--- src/rtl/frame_cmd_ctrl.sv ---
`default_nettype none
// ============================================================================
// Module      : frame_cmd_ctrl
// Description : Byte-framed command controller. Decodes command frames from
//               an RX byte stream and drives register writes/reads, burst
//               reads, and ALU operations, pushing results into a TX FIFO.
//               All outputs are registered.
// Ports       : clk, rst           - clock, synchronous active-high reset
//               rx_data/rx_vld     - received byte and its one-cycle strobe
//               reg_rd_data/_vld   - register read return path
//               alu_out/alu_vld    - ALU result return path
//               fifo_full          - TX FIFO back-pressure
//               fifo_wr_inc/_data  - TX FIFO push strobe and word
//               reg_wr_en/rd_en, reg_addr, reg_wr_data - register file port
//               alu_op, alu_en, gate_en, clkdiv_en     - ALU / clock control
//               busy, err_cmd, err_timeout             - status
// Revision    : 1.0 - initial release
// ============================================================================
module frame_cmd_ctrl #(
    parameter int DW      = 8,
    parameter int AW      = 4,
    parameter int RW      = 16,
    parameter int TIMEOUT = 255
) (
    input  logic          clk,
    input  logic          rst,
    input  logic [DW-1:0] rx_data,
    input  logic          rx_vld,
    input  logic [DW-1:0] reg_rd_data,
    input  logic          reg_rd_vld,
    input  logic [RW-1:0] alu_out,
    input  logic          alu_vld,
    input  logic          fifo_full,
    output logic          fifo_wr_inc,
    output logic [DW-1:0] fifo_wr_data,
    output logic          reg_wr_en,
    output logic          reg_rd_en,
    output logic [AW-1:0] reg_addr,
    output logic [DW-1:0] reg_wr_data,
    output logic [3:0]    alu_op,
    output logic          alu_en,
    output logic          gate_en,
    output logic          clkdiv_en,
    output logic          busy,
    output logic          err_cmd,
    output logic          err_timeout
);

    localparam int c_NB = RW / DW;
    localparam int c_IW = (c_NB > 1) ? $clog2(c_NB) : 1;
    localparam int c_TW = (TIMEOUT > 1) ? $clog2(TIMEOUT + 1) : 1;
    localparam logic [c_TW-1:0] c_TMO_LAST = c_TW'((TIMEOUT > 0) ? TIMEOUT - 1 : 0);
    localparam logic [c_IW-1:0] c_IDX_LAST = c_IW'(c_NB - 1);

    localparam logic [DW-1:0] c_CMD_WR  = DW'(8'hAA);
    localparam logic [DW-1:0] c_CMD_RD  = DW'(8'hBB);
    localparam logic [DW-1:0] c_CMD_BR  = DW'(8'hEE);
    localparam logic [DW-1:0] c_CMD_ALU = DW'(8'hCC);
    localparam logic [DW-1:0] c_CMD_FUN = DW'(8'hDD);

    localparam logic [3:0] c_ST_IDLE     = 4'd0;
    localparam logic [3:0] c_ST_WR_ADDR  = 4'd1;
    localparam logic [3:0] c_ST_WR_DATA  = 4'd2;
    localparam logic [3:0] c_ST_RD_ADDR  = 4'd3;
    localparam logic [3:0] c_ST_RD_WAIT  = 4'd4;
    localparam logic [3:0] c_ST_RD_PUSH  = 4'd5;
    localparam logic [3:0] c_ST_BR_ADDR  = 4'd6;
    localparam logic [3:0] c_ST_BR_CNT   = 4'd7;
    localparam logic [3:0] c_ST_ALU_A    = 4'd8;
    localparam logic [3:0] c_ST_ALU_B    = 4'd9;
    localparam logic [3:0] c_ST_ALU_FUN  = 4'd10;
    localparam logic [3:0] c_ST_ALU_WAIT = 4'd11;
    localparam logic [3:0] c_ST_ALU_PUSH = 4'd12;

    logic [3:0]      r_state, w_state;
    logic [c_TW-1:0] r_tmo_cnt, w_tmo_cnt;
    logic [AW-1:0]   r_br_addr, w_br_addr;    // next burst address
    logic [DW-1:0]   r_br_rem, w_br_rem;      // burst reads still to issue
    logic [DW-1:0]   r_rd_word, w_rd_word;
    logic [RW-1:0]   r_alu_res, w_alu_res;    // shifted right one word per push
    logic [c_IW-1:0] r_idx, w_idx;
    logic            r_fifo_wr_inc, w_fifo_wr_inc;
    logic [DW-1:0]   r_fifo_wr_data, w_fifo_wr_data;
    logic            r_reg_wr_en, w_reg_wr_en;
    logic            r_reg_rd_en, w_reg_rd_en;
    logic [AW-1:0]   r_reg_addr, w_reg_addr;
    logic [DW-1:0]   r_reg_wr_data, w_reg_wr_data;
    logic [3:0]      r_alu_op, w_alu_op;
    logic            r_alu_en, w_alu_en;
    logic            r_gate_en, w_gate_en;
    logic            r_clkdiv_en;
    logic            r_busy, w_busy;
    logic            r_err_cmd, w_err_cmd;
    logic            r_err_timeout, w_err_timeout;
    logic            w_timed, w_expire;

    always_comb begin
        w_state        = r_state;
        w_br_addr      = r_br_addr;
        w_br_rem       = r_br_rem;
        w_rd_word      = r_rd_word;
        w_alu_res      = r_alu_res;
        w_idx          = r_idx;
        w_fifo_wr_inc  = 1'b0;
        w_fifo_wr_data = r_fifo_wr_data;
        w_reg_wr_en    = 1'b0;
        w_reg_rd_en    = 1'b0;
        w_reg_addr     = r_reg_addr;
        w_reg_wr_data  = r_reg_wr_data;
        w_alu_op       = r_alu_op;
        w_err_cmd      = 1'b0;
        w_err_timeout  = 1'b0;

        // Only states waiting on the next frame byte are subject to timeout.
        w_timed = (r_state == c_ST_WR_ADDR) || (r_state == c_ST_WR_DATA) ||
                  (r_state == c_ST_RD_ADDR) || (r_state == c_ST_BR_ADDR) ||
                  (r_state == c_ST_BR_CNT)  || (r_state == c_ST_ALU_A)   ||
                  (r_state == c_ST_ALU_B)   || (r_state == c_ST_ALU_FUN);
        // A byte arriving on the expiry cycle wins over the timeout.
        w_expire  = w_timed && !rx_vld && (TIMEOUT != 0) && (r_tmo_cnt == c_TMO_LAST);
        w_tmo_cnt = (rx_vld || !w_timed || w_expire) ? '0 : r_tmo_cnt + 1'b1;

        case (r_state)
            c_ST_IDLE: begin
                if (rx_vld) begin
                    case (rx_data)
                        c_CMD_WR:  w_state = c_ST_WR_ADDR;
                        c_CMD_RD:  w_state = c_ST_RD_ADDR;
                        c_CMD_BR:  w_state = c_ST_BR_ADDR;
                        c_CMD_ALU: w_state = c_ST_ALU_A;
                        c_CMD_FUN: w_state = c_ST_ALU_FUN;
                        default:   w_err_cmd = 1'b1;
                    endcase
                end
            end
            c_ST_WR_ADDR, c_ST_WR_DATA, c_ST_RD_ADDR, c_ST_BR_ADDR,
            c_ST_BR_CNT, c_ST_ALU_A, c_ST_ALU_B, c_ST_ALU_FUN: begin
                if (rx_vld) begin
                    case (r_state)
                        c_ST_WR_ADDR: begin
                            w_reg_addr = rx_data[AW-1:0];
                            w_state    = c_ST_WR_DATA;
                        end
                        c_ST_WR_DATA: begin
                            w_reg_wr_en   = 1'b1;
                            w_reg_wr_data = rx_data;
                            w_state       = c_ST_IDLE;
                        end
                        c_ST_RD_ADDR: begin
                            w_reg_rd_en = 1'b1;
                            w_reg_addr  = rx_data[AW-1:0];
                            w_br_rem    = '0;
                            w_state     = c_ST_RD_WAIT;
                        end
                        c_ST_BR_ADDR: begin
                            w_br_addr = rx_data[AW-1:0];
                            w_state   = c_ST_BR_CNT;
                        end
                        c_ST_BR_CNT: begin
                            if (rx_data == '0) begin
                                w_state = c_ST_IDLE;
                            end else begin
                                w_reg_rd_en = 1'b1;
                                w_reg_addr  = r_br_addr;
                                w_br_addr   = r_br_addr + 1'b1;
                                w_br_rem    = rx_data - 1'b1;
                                w_state     = c_ST_RD_WAIT;
                            end
                        end
                        c_ST_ALU_A, c_ST_ALU_B: begin
                            w_reg_wr_en   = 1'b1;
                            w_reg_addr    = (r_state == c_ST_ALU_A) ? AW'(0) : AW'(1);
                            w_reg_wr_data = rx_data;
                            w_state       = (r_state == c_ST_ALU_A) ? c_ST_ALU_B : c_ST_ALU_FUN;
                        end
                        default: begin
                            w_alu_op = rx_data[3:0];
                            w_state  = c_ST_ALU_WAIT;
                        end
                    endcase
                end else if (w_expire) begin
                    w_err_timeout = 1'b1;
                    w_state       = c_ST_IDLE;
                end
            end
            c_ST_RD_WAIT: begin
                if (reg_rd_vld) begin
                    w_rd_word = reg_rd_data;
                    w_state   = c_ST_RD_PUSH;
                end
            end
            c_ST_RD_PUSH: begin
                if (!fifo_full) begin
                    w_fifo_wr_inc  = 1'b1;
                    w_fifo_wr_data = r_rd_word;
                    if (r_br_rem != '0) begin
                        w_reg_rd_en = 1'b1;
                        w_reg_addr  = r_br_addr;
                        w_br_addr   = r_br_addr + 1'b1;
                        w_br_rem    = r_br_rem - 1'b1;
                        w_state     = c_ST_RD_WAIT;
                    end else begin
                        w_state = c_ST_IDLE;
                    end
                end
            end
            c_ST_ALU_WAIT: begin
                if (alu_vld) begin
                    w_alu_res = alu_out;
                    w_idx     = '0;
                    w_state   = c_ST_ALU_PUSH;
                end
            end
            c_ST_ALU_PUSH: begin
                if (!fifo_full) begin
                    w_fifo_wr_inc  = 1'b1;
                    w_fifo_wr_data = r_alu_res[DW-1:0];
                    w_alu_res      = r_alu_res >> DW;
                    w_idx          = r_idx + 1'b1;
                    if (r_idx == c_IDX_LAST) begin
                        w_state = c_ST_IDLE;
                    end
                end
            end
            default: w_state = c_ST_IDLE;
        endcase

        // Level outputs follow the next state; gate_en also covers the cycle
        // in which the final ALU word is presented to the FIFO.
        w_alu_en  = (w_state == c_ST_ALU_WAIT);
        w_gate_en = (w_state == c_ST_ALU_WAIT) || (w_state == c_ST_ALU_PUSH) ||
                    (r_state == c_ST_ALU_PUSH);
        w_busy    = (w_state != c_ST_IDLE);
    end

    always_ff @(posedge clk) begin
        if (rst) begin
            r_state        <= c_ST_IDLE;
            r_tmo_cnt      <= '0;
            r_br_addr      <= '0;
            r_br_rem       <= '0;
            r_rd_word      <= '0;
            r_alu_res      <= '0;
            r_idx          <= '0;
            r_fifo_wr_inc  <= 1'b0;
            r_fifo_wr_data <= '0;
            r_reg_wr_en    <= 1'b0;
            r_reg_rd_en    <= 1'b0;
            r_reg_addr     <= '0;
            r_reg_wr_data  <= '0;
            r_alu_op       <= '0;
            r_alu_en       <= 1'b0;
            r_gate_en      <= 1'b0;
            r_clkdiv_en    <= 1'b1;
            r_busy         <= 1'b0;
            r_err_cmd      <= 1'b0;
            r_err_timeout  <= 1'b0;
        end else begin
            r_state        <= w_state;
            r_tmo_cnt      <= w_tmo_cnt;
            r_br_addr      <= w_br_addr;
            r_br_rem       <= w_br_rem;
            r_rd_word      <= w_rd_word;
            r_alu_res      <= w_alu_res;
            r_idx          <= w_idx;
            r_fifo_wr_inc  <= w_fifo_wr_inc;
            r_fifo_wr_data <= w_fifo_wr_data;
            r_reg_wr_en    <= w_reg_wr_en;
            r_reg_rd_en    <= w_reg_rd_en;
            r_reg_addr     <= w_reg_addr;
            r_reg_wr_data  <= w_reg_wr_data;
            r_alu_op       <= w_alu_op;
            r_alu_en       <= w_alu_en;
            r_gate_en      <= w_gate_en;
            r_clkdiv_en    <= 1'b1;
            r_busy         <= w_busy;
            r_err_cmd      <= w_err_cmd;
            r_err_timeout  <= w_err_timeout;
        end
    end

    assign fifo_wr_inc  = r_fifo_wr_inc;
    assign fifo_wr_data = r_fifo_wr_data;
    assign reg_wr_en    = r_reg_wr_en;
    assign reg_rd_en    = r_reg_rd_en;
    assign reg_addr     = r_reg_addr;
    assign reg_wr_data  = r_reg_wr_data;
    assign alu_op       = r_alu_op;
    assign alu_en       = r_alu_en;
    assign gate_en      = r_gate_en;
    assign clkdiv_en    = r_clkdiv_en;
    assign busy         = r_busy;
    assign err_cmd      = r_err_cmd;
    assign err_timeout  = r_err_timeout;

endmodule
`default_nettype wire

--- config.mk ---
export PLATFORM = sky130hd
export DESIGN_NAME = frame_cmd_ctrl
export DESIGN_NICKNAME = d
export VERILOG_FILES = /design/src/rtl/frame_cmd_ctrl.sv
export SDC_FILE = /design/constraint.sdc
export NUM_CORES = 1
export LEC_CHECK = 0
export CORE_UTILIZATION = 39
export DETAILED_ROUTE_END_ITERATION = 10
export GPL_TIMING_DRIVEN = 0
export PLACE_DENSITY = 0.65
export SETUP_SLACK_MARGIN = 0.15
export SLEW_MARGIN = 20
export SYNTH_ARGS = -nofsm -noshare
export SYNTH_HDL_FRONTEND = slang
export SYNTH_SLANG_ARGS = --single-unit
export TNS_END_PERCENT = 10
--- constraint.sdc ---
create_clock -name clk -period 3.42 [get_ports clk]
set_input_delay 0.684 -clock clk [delete_from_list [all_inputs] [get_ports clk]]
set_output_delay 0.684 -clock clk [all_outputs]
set_load 0.02 [all_outputs]
Word-level counts from Yosys, hierarchy flattened. Index checks and enable logic that the tools add are counted.

Add/subtract/negate cells: 5. Equality and inequality tests: 29. Muxes and demuxes: 52. Bitwise gates (word level): 5. Reduce and logical (&&, ||, !) cells: 42.

Operators by type and width (number): 4-bit two-way mux (16); 8-bit equality test (second input constant) (6); 8-bit two-way mux (6); 4-bit case mux with 6 select lines (2); 8-bit case mux with 2 select lines (3); 16-bit two-way mux (2); 16-bit case mux with 2 select lines (1); 4-bit equality test (second input constant) (7); 4-bit case mux with 2 select lines (3); 4-bit case mux with 5 select lines (1); 6-bit AND reduction (3); 4-bit by 3-bit equality test with 1-bit output (second input constant) (4); 8-bit by 1-bit subtractor with 8-bit output (second input constant) (2); 4-bit case mux with 3 select lines (1); 3-bit AND reduction (4); 3-bit OR reduction (4); 1-bit logical OR (11); 1-bit two-way mux (11); 2-bit != test (second input constant) (5); 2-bit OR reduction (5); 3-bit != test (second input constant) (3); 8-bit by 1-bit adder with 8-bit output (second input constant) (1); 4-bit by 2-bit equality test with 1-bit output (second input constant) (2); 8-bit logical NOT (1); other kinds (18) (29).

Register bits after elaboration: 81. Input bits: 38. Output and inout bits: 33. Logic and storage cells: 152.

Logic depth before layout (Yosys ltp). Gate-level depths: netlist (run 1).

Depth after elaboration: 16. Gate-level depth with buffers: 10. Depth with buffers taken out: 7.

Worst setup path before layout (run 1). No wires, ideal clock.

Path kind: input -> register. Start: in rx_data[0]. End: reg r_reg_addr[3], in the netlist reg_addr[3]. Arrival time: 2.560 ns. Data required time: 3.350 ns. Slack: 0.789 ns. Stages on the path: 9. Cells stage by stage: clkbuf_1 inv_1 ha_1 or3b_2 nor3_1 a211o_1 buf_6 or4_1 a21oi_1.

Word-level cells in the longest chain between the ends: 3.

Ends and longest elaborated chain: start: declaration (RTL line 27) `input logic [DW-1:0] rx_data,`; 8-bit logical NOT (RTL line 160) `if (rx_data == '0) begin`; 3-bit != test (no line); 6-bit AND reduction (no line); end signal: assignment (RTL line 270) `r_reg_addr <= w_reg_addr;`; end: declaration (RTL line 86) `logic [AW-1:0] r_reg_addr, w_reg_addr;`.

Every way passes these cells. A chain may end at the register's enable or synchronous reset.

Worst setup path in the final report (run 1). Same ends and word-level chain as after synthesis.

==> results of run 1 <==
-- critical path: cells and delay by family --
family | cells | cell delay, ps
buffers and inverters | 5 | 1220
adders and majority gates | 1 | 290
and+or+nand+nor | 2 | 830
AOI/OAI and AO/OA | 3 | 430
-- stage by stage --
stage,utilization [%],cell area [µm²],instances
5_1_grt,50.3,5170,725
3_3_place_gp,48.3,4970,708
4_1_cts,50.2,5160,724
2_1_floorplan,-,4130,505
3_5_place_dp,48.3,4970,708
6_report,50.3,5170,725
-- cell usage after synthesis, drive strengths merged (5+ instances only) --
master / count
nor2b: 13
buf: 18
nor4: 6
mux2i: 20
dfxtp: 81
nand4: 7
nand2b: 5
nor3: 16
a21oi: 35
nor2: 62
a211oi: 8
o21ai: 19
clkbuf: 17
nand2: 52
or4: 7
nand3: 24
ha: 9
a31oi: 5
o32ai: 5
nand3b: 5
inv: 14
xor2: 5
xnor2: 5
a311oi: 18
-- timing repair --
item                                    CTS  global route
cloned                                    0             0
endpoints found under the setup margin    8             8
buffers inserted                          0             1
gates resized for setup                   1             0
pin swaps                                 0             1
hold endpoints to repair                  0             0
-- state kept, by name, indices dropped and copies added, names as in the netlist, 4 cells and up --
| register | flops |
|---|---|
| fifo_wr_data | 8 |
| r_rd_word | 8 |
| reg_wr_data | 8 |
| r_br_rem | 8 |
| alu_op | 4 |
| reg_addr | 4 |
| r_alu_res | 16 |
| r_tmo_cnt | 8 |
| r_state | 4 |
| r_br_addr | 4 |
-- path summary, 6_finish.rpt --
check	startpoint	endpoint	slack, ps	depth (start not counted)
setup / recovery	rx_data[0]	reg_addr[3]	240	11
hold reg to reg	r_alu_res[15]	r_alu_res[15]	450	2
setup reg to reg	r_state[0]	fifo_wr_data[5]	990	6
hold / removal	r_alu_res[15]	r_alu_res[15]	450	2
-- logic make-up after synthesis --
family	share of synthesized area, %
adder cells (fa/ha/maj)	2.73
multiplexers	4.85
XOR/XNOR	2.12
AND/OR/NAND/NOR	27.4
flip-flops	39.3
buffers and inverters	5.40
AO/OA/AOI/OAI	18.1
other	0.0909
-- metal layers --
metal,up-vias,GRT usage [%],part of all wire (%)
met5,-,0,0
li1,1985,-,-
met3,37,4.37,6.0
met1,1864,28.8,48
met4,0,9.26,2.9
met2,173,33.0,43
-- layout make-up --
type | instances | share of cell area (%)
Inverter | 14 | 1.02
Timing Repair Buffer | 68 | 13.1
Buffer | 35 | 3.31
Tap cell | 136 | 3.29
Multi-Input combinational cell | 375 | 44.1
Clock buffer | 10 | 2.47
Clock inverter | 6 | 1.31
Sequential cell | 81 | 31.4
-- power by group through the flow --
| stage | sequential [W] | clock [W] | combinational (W) |
|---|---|---|---|
| 2_1_floorplan | 0.000969 | 0 | 0.0000511 |
| 3_3_place_gp | 0.000967 | 0 | 0.000126 |
| 3_5_place_dp | 0.000967 | 0 | 0.000127 |
| 4_1_cts | 0.000945 | 0.000726 | 0.000127 |
| 5_1_grt | 0.000946 | 0.000771 | 0.000137 |
| 6_report | 0.000945 | 0.000706 | 0.000129 |
==> impl_metrics.json, run 1 <==
{
  "status": "finished, final reports clean",
  "antenna_found_initial": 0,
  "fp-row-count": 37,
  "cp_slowest_cell": "or3b_2",
  "synth_flop_cell": "dfxtp_1",
  "htree_num_levels": 3,
  "ys_types": 60,
  "min_period_over_period_pct": 92.9,
  "synth-seq-cells": 81,
  "finalHoldViolations": 0,
  "grt_pass1_wl_mm": 18.7,
  "start_util_pct": 40.2,
  "vias": 4059,
  "critical_path.max_fanout": 10,
  "multiInputGateArea_mm2": 0.00228,
  "final_antenna_net_count": 0,
  "critPathRequiredTime_ps": 3710,
  "synth_area_mm2": 0.00413,
  "cts_tree": "yes",
  "clock_skew_ps": 10.6,
  "finalPower_w": 0.00178,
  "drtIter0Drc": 315,
  "powerDensity_mw_per_mm2": 344,
  "grt_pass1_vias": 3859,
  "overflow": 0,
  "area_growth_pct": 25.3,
  "fmax_ghz": 0.315,
  "io_buffer_count": 67,
  "grt_setup_unrepaired": "yes",
  "synth_top_area_share_pct": 39.3,
  "critPathMaxStageDelay_ps": 480,
  "cts_root_buf": "clkbuf_8",
  "cts_made_buffers": 9,
  "place_ws_ps": -427,
  "hold_ws_ps": 454,
  "yosysSeqAreaShare_pct": 39.3,
  "cts_num_sinks": 81,
  "synthCells": 505,
  "boundaryPins": 71,
  "hold_path_class": "reg -> reg",
  "synthArstFlopShare_pct": 0,
  "yosys_warnings": 0,
  "critPathKind": "in -> reg",
  "seq_area_mm2": 0.00162,
  "path_cells": "clkdlybuf4s50_1 -> clkbuf_2 -> inv_1 -> ha_1 -> or3b_2 -> nor3_1 -> a211o_1 -> buf_6 -> buf_4 -> o21ai_0 -> a21oi_1",
  "clkLatencyLatePin_ps": 360,
  "worstMarginPinSlew_ps": 925,
  "drt-total-wl_mm": 11.6,
  "worstPathArrival_ps": 3460,
  "wl_per_cell_um": 16.0,
  "final_layout_size_suffix_gt1_share_pct": 6.96,
  "cts.clk_slew.worst_paths_ps": 80,
  "dieArea_mm2": 0.0110,
  "p_leak_nw": 1.91,
  "final_nets": 631,
  "fin_setup_tns_ps": 0,
  "cap_violations": 0,
  "avgSynthCellArea_um2": 8.17,
  "grt_max_degree": 15,
  "post-dp-hpwl_mm": 8.51,
  "peakVddDrop_v": 0.000236,
  "yosysTopAreaCell": "dfxtp_1",
  "drc": 0,
  "power_frac_comb_pct": 7.2,
  "min_period_ps": 3180,
  "track_usage_pct": 21.4,
  "power_frac_clock_pct": 39.7,
  "cp-start-kind": "input pin",
  "place_congestion": 0.942,
  "core_mm2": 0.0103,
  "first_pass_iters": 5,
  "diodes": 0,
  "mostFrequentLayoutCells": "dfxtp_1 (81), clkdlybuf4s50_1 (67), nor2_1 (62), nand2_1 (51), a21oi_1 (34)",
  "syn_nets": 552,
  "power_switching_w": 0.000437,
  "slew_headroom_pct": 37.8,
  "synth-edff-count": 0,
  "setup_violations": 0,
  "final_common_cell": "dfxtp_1",
  "vias_per_cell": 5.60,
  "fin_ws_ps": 242,
  "ctsHoldBuffers": 0,
  "p_seq_share_pct": 53.1,
  "die_x_um": 105,
  "synthTopCellsByArea": "dfxtp_1 (39%), nor2_1 (5.6%), mux2i_1 (4.9%), nand2_1 (4.6%), a21oi_1 (4.1%)",
  "p_int_w": 0.00134,
  "cp-end-kind": "flip-flop",
  "timing.final.max_slew_violations": 0,
  "swShare_pct": 24.5,
  "fillers": 1044,
  "die-height_um": 105,
  "cts_buffer_depth": 2
}
Power figures use the tool's default switching activity.
==> run 2, diff against run 1 <==
- TNS_END_PERCENT: 10 -> 5
==> results of run 2 <==
Final layout, timing and power as in run 1 (identical DEF).
